===== config.mk =====
export PLATFORM = sky130hd
export DESIGN_NAME = word_serializer_16to1
export DESIGN_NICKNAME = d
export VERILOG_FILES = /design/src/rtl/word_serializer_16to1_pkg.sv /design/src/rtl/word_serializer_16to1_multiplexer.sv /design/src/rtl/word_serializer_16to1.sv
export SDC_FILE = /design/constraint.sdc
export NUM_CORES = 1
export LEC_CHECK = 0
export BUFFER_PORTS_ARGS = -buffer_cell sky130_fd_sc_hd__buf_2
export CAP_MARGIN = 20
export CORE_ASPECT_RATIO = 2
export CORE_MARGIN = 1.5
export CORE_UTILIZATION = 25
export CTS_BUF_LIST = sky130_fd_sc_hd__clkbuf_4
export DETAILED_ROUTE_END_ITERATION = 12
export PLACE_DENSITY_LB_ADDON = 0.2
export SLEW_MARGIN = 0
export SYNTH_ARGS = -nofsm -noshare
export SYNTH_HDL_FRONTEND = slang
export SYNTH_SLANG_ARGS = --single-unit

===== constraint.sdc =====
create_clock -name clk -period 5.7 [get_ports clk]
set_input_delay 0.285 -clock clk [delete_from_list [all_inputs] [get_ports clk]]
set_output_delay 0.285 -clock clk [all_outputs]
set_load 0.03 [all_outputs]

===== src/rtl/word_serializer_16to1_pkg.sv =====
// Shared definitions for the 16-word serializer.
//   NUM_WORDS : number of words in one input vector
//   SEL_W     : width of the beat counter / mux select
//   state_t   : serializer control state
package word_serializer_16to1_pkg;

    localparam int unsigned NUM_WORDS = 16;
    localparam int unsigned SEL_W     = 4;

    typedef enum logic {
        IDLE   = 1'b0,
        STREAM = 1'b1
    } state_t;

endpackage


===== src/rtl/word_serializer_16to1_multiplexer.sv =====
// 16:1 word multiplexer (M bits per word).
//   in_data  : NUM_WORDS*M word vector, word k at [(k+1)*M-1 : k*M]
//   sel      : index of the word to route out
//   out_data : selected word
module multiplexer_16to1
    import word_serializer_16to1_pkg::*;
#(
    parameter int unsigned M = 8
) (
    input  logic [NUM_WORDS*M-1:0] in_data,
    input  logic [SEL_W-1:0]       sel,
    output logic [M-1:0]           out_data
);

    always_comb begin
        out_data = '0;
        for (int unsigned k = 0; k < NUM_WORDS; k++) begin
            if (sel == SEL_W'(k)) begin
                out_data = in_data[k*M +: M];
            end
        end
    end

endmodule


===== src/rtl/word_serializer_16to1.sv =====
// Wide-to-narrow serializer: captures one 16-word vector per input handshake
// and streams words 0..in_len_m1 out, one per output handshake.
//   clk, rst_n          : clock, asynchronous active-low reset
//   in_data, in_len_m1  : word vector and (word count - 1)
//   in_valid / in_ready : input handshake
//   out_data, out_idx   : current word and its index (mux select)
//   out_valid/out_ready : output handshake
//   out_last            : current word is the final one of the vector
module word_serializer_16to1
    import word_serializer_16to1_pkg::*;
#(
    parameter int unsigned M = 8
) (
    input  logic                   clk,
    input  logic                   rst_n,
    input  logic [NUM_WORDS*M-1:0] in_data,
    input  logic [SEL_W-1:0]       in_len_m1,
    input  logic                   in_valid,
    output logic                   in_ready,
    output logic [M-1:0]           out_data,
    output logic                   out_valid,
    input  logic                   out_ready,
    output logic                   out_last,
    output logic [SEL_W-1:0]       out_idx
);

    state_t                 state_q, state_d;
    logic [NUM_WORDS*M-1:0] buf_q, buf_d;
    logic [SEL_W-1:0]       len_q, len_d;
    logic [SEL_W-1:0]       sel_q, sel_d;
    logic                   load;

    // Mux inputs are registers only, so out_data has no path from any input.
    multiplexer_16to1 #(.M(M)) u_mux (
        .in_data  (buf_q),
        .sel      (sel_q),
        .out_data (out_data)
    );

    always_ff @(posedge clk or negedge rst_n) begin
        if (!rst_n) begin
            state_q <= IDLE;
            buf_q   <= '0;
            len_q   <= '0;
            sel_q   <= '0;
        end else begin
            state_q <= state_d;
            buf_q   <= buf_d;
            len_q   <= len_d;
            sel_q   <= sel_d;
        end
    end

    always_comb begin
        state_d   = state_q;
        buf_d     = buf_q;
        len_d     = len_q;
        sel_d     = sel_q;
        out_idx   = sel_q;
        out_valid = (state_q == STREAM);
        out_last  = (state_q == STREAM) && (sel_q == len_q);
        // Accepting on the final beat lets the next vector follow with no bubble.
        in_ready  = (state_q == IDLE) || (out_valid && out_ready && out_last);
        load      = in_valid && in_ready;

        if (load) begin
            buf_d   = in_data;
            len_d   = in_len_m1;
            sel_d   = '0;
            state_d = STREAM;
        end else if (out_valid && out_ready) begin
            if (out_last) begin
                state_d = IDLE;
                sel_d   = '0;
            end else begin
                sel_d = sel_q + SEL_W'(1);
            end
        end
    end

endmodule


==> reports/metrics.csv <==
metric,value,unit
cp_max_fo,17,
synth_nets,661,
critPathKind,register to primary output,
clk_latency,0.57,ns
drt-total-wl,21600,microns
r2r_start,out_idx[0],
dp_slack,2.30,ns
hold_buffers,134,
clockBufferDepth,2,
grt_pass1_vias,5677,
synth_area_per_cell,13.3,sq um
fin_crit,4.00,ns
crit_path_top_delay_cell,ha_1,
status,finished clean,
synth_cells,521,
pin_count,151,
setup_viol,0,
critical_path.endpoint_type,primary output,
htreeDepth,4,
tritoncts,built,
synth_top_area_frac,0.495,
clkPwrFrac,0.133,
clkTransAtPathRegs,0.12,ns
post_cts_buffers,0,
yosys.area.top_type,dfrtp_1,
grt_max_degree,88,
critPathLaunchType,register,
p_comb_frac,0.495,
worstHoldPathType,input port to register,
nets,933,
worstMarginPinSlew,0.942,ns
grt_setup_unrepaired,false,
r2r_slack,2.90,ns
fmax,250,MHz
max_stage_delay,0.67,ns
min_from,out_ready,
cts_root_buf,clkbuf_4,
via_per_inst,4.61,
holdPathStages,4,
overflow,0,
antenna_found_initial,1,
power.total,4.93,mW
peakVddDrop,0.000274,V
synth_area_leaders,"dfrtp_1 (50%), mux2_4 (17%), mux2_2 (8.5%)",
max_cap_violations,0,
syn_area,6920,sq um
pwr_density_cell,515,nW/um^2
path_cells,ha_1 > buf_4 > inv_1 > nor2_1 > a21oi_1 > o31ai_1 > a21o_1 > buf_2,
fp.dieArea,28700,sq um
fp.dieH,238,microns
wl_per_cell,18.7,microns
yosys_warnings,0,
drt-initial-drc-count,235,
crit_required,5.41,ns
ys_ff_latch,137,
setup-tns-final,0,ns
drt_first_pass_iters,5,
drtAntennaViolNets,0,
core_area,27300,sq um
synth-edff-count,0,
intPower,2.96,mW
finClkSkew,0.0159,ns
die_w,121,microns
worstRegToRegCells,7,
hold_slack,0.104,ns
grt_use_total,0.153,
area_growth,38.3,%
initial_utilization,0.253,
place_inst,992,
grt_pass1_wl,33000,microns
ctsResizeCount,0,
drive_gt1_frac,0.404,
drc,0,
seqPwrFrac,0.372,
p_sw_frac,0.400,
relSlewSlack,0.371,
n_fill_cell,2748,
ys_types,43,
fin_ws,1.70,ns
p_leak,4.56,nW
cts_sinks,137,
fin_cells,1159,
async_flop_share,1.00,
dp_hpwl,15700,microns
portBuffers,150,
switching_power,1.97,mW
holdPathEnd,out_idx[2],
regToRegEndpoint,buf_q[117],
ys_seq_area_frac,0.495,
rows,86,
synth_flop_cell,dfrtp_1,
final_common_cell,buf_2,
final-hold-violation-count,0,
maxSlewViolCount,0,
vias,5339,
finalCritPeriodShare,0.702,
critPathArrivalTime,3.72,ns
layout_common_cells,"buf_2 (149), dfrtp_1 (137), dlygate4sd3_1 (134)",
globalplace.congestion,0.787,
cts_buffers,17,
## power groups by stage
stage | clock network, mW | registers (mW) | logic [mW]
2_1_floorplan | 0 | 1.70 | 1.85
3_3_place_gp | 0 | 1.87 | 2.35
3_5_place_dp | 0 | 1.87 | 2.37
4_1_cts | 0.689 | 1.85 | 2.46
5_1_grt | 0.722 | 1.90 | 2.63
6_report | 0.657 | 1.84 | 2.44
## worst max-delay path by stage
stage / from / endpoint / slack, ns / cells past startpoint
finish: out_idx[0] / out_data[2] / 1.70 / 8
global route: out_idx[0] / out_data[0] / 1.49 / 8
global placement: out_idx[0] / out_data[2] / 2.38 / 8
floorplan: out_idx[1] / out_data[1] / 2.97 / 9
CTS: out_idx[0] / out_data[2] / 1.62 / 8
detailed placement: out_idx[0] / out_data[2] / 2.30 / 8
## state kept, by name (all words and copies together), names as in the netlist
name,cells
out_idx,4
buf_q,128
out_valid,1
len_q,4
## critical path, delay by kind of cell, from the launching register on
kind	cells	cell delay (ns)
AO/OA/AOI/OAI	3	0.74
adder cells (fa/ha/maj)	1	0.67
buffers and inverters	3	0.71
flip-flops	1	0.48
AND/OR/NAND/NOR	1	0.55
## synthesized netlist by cell type (4+ instances only)
library cell and number:
o211a_1 5, o21ai_0 20, nand2b_1 13, mux2_2 52, ha_1 4, nand3_1 5, a21o_1 6, a21oi_1 13
buf_8 9, nand2_1 11, clkbuf_1 20, and3b_1 4, o31ai_1 5, mux2_4 80, inv_1 8, a221oi_1 11
a31oi_1 8, a221o_1 7, a211oi_1 13, xor2_1 4, nor2_1 9, o22ai_1 32, dfrtp_1 137, buf_2 5
a22oi_1 9
## metrics by stage
step           area (sq um)  utilization
3_5_place_dp           7940        0.291
3_3_place_gp           7910        0.290
4_1_cts                9560        0.350
6_report               9570        0.350
2_1_floorplan          6920            -
5_1_grt                9570        0.350
## per-layer routing
layer / GRT usage / wire, microns / share of wire
met4: 0.0463 / 387 / 0.018
met5: 0 / 0 / 0
met1: 0.200 / 9790 / 0.45
met2: 0.256 / 10600 / 0.49
met3: 0.0280 / 911 / 0.042
## logic make-up after synthesis
logic type,count (synthesis),synth area share
AO/OA/AOI/OAI,136,0.137
XOR/XNOR,4,0.00506
adder cells (fa/ha/maj),4,0.00723
buffers and inverters,48,0.0438
flip-flops,137,0.495
multiplexers,135,0.263
AND/OR/NAND/NOR,57,0.0494
## final cells by class
cell class              count  area [sq um]  share of cell area
diodes                      1          2.50            0.000262
well taps                 352           440              0.0460
flip-flops and latches    137          3430               0.358
clock inverters            14           148              0.0154
clock buffers              18           135              0.0141
inverters                   9          33.8             0.00353
repair buffers            292          2190               0.229
multi-input cells         336          3190               0.333
Power figures use the tool's default switching activity.
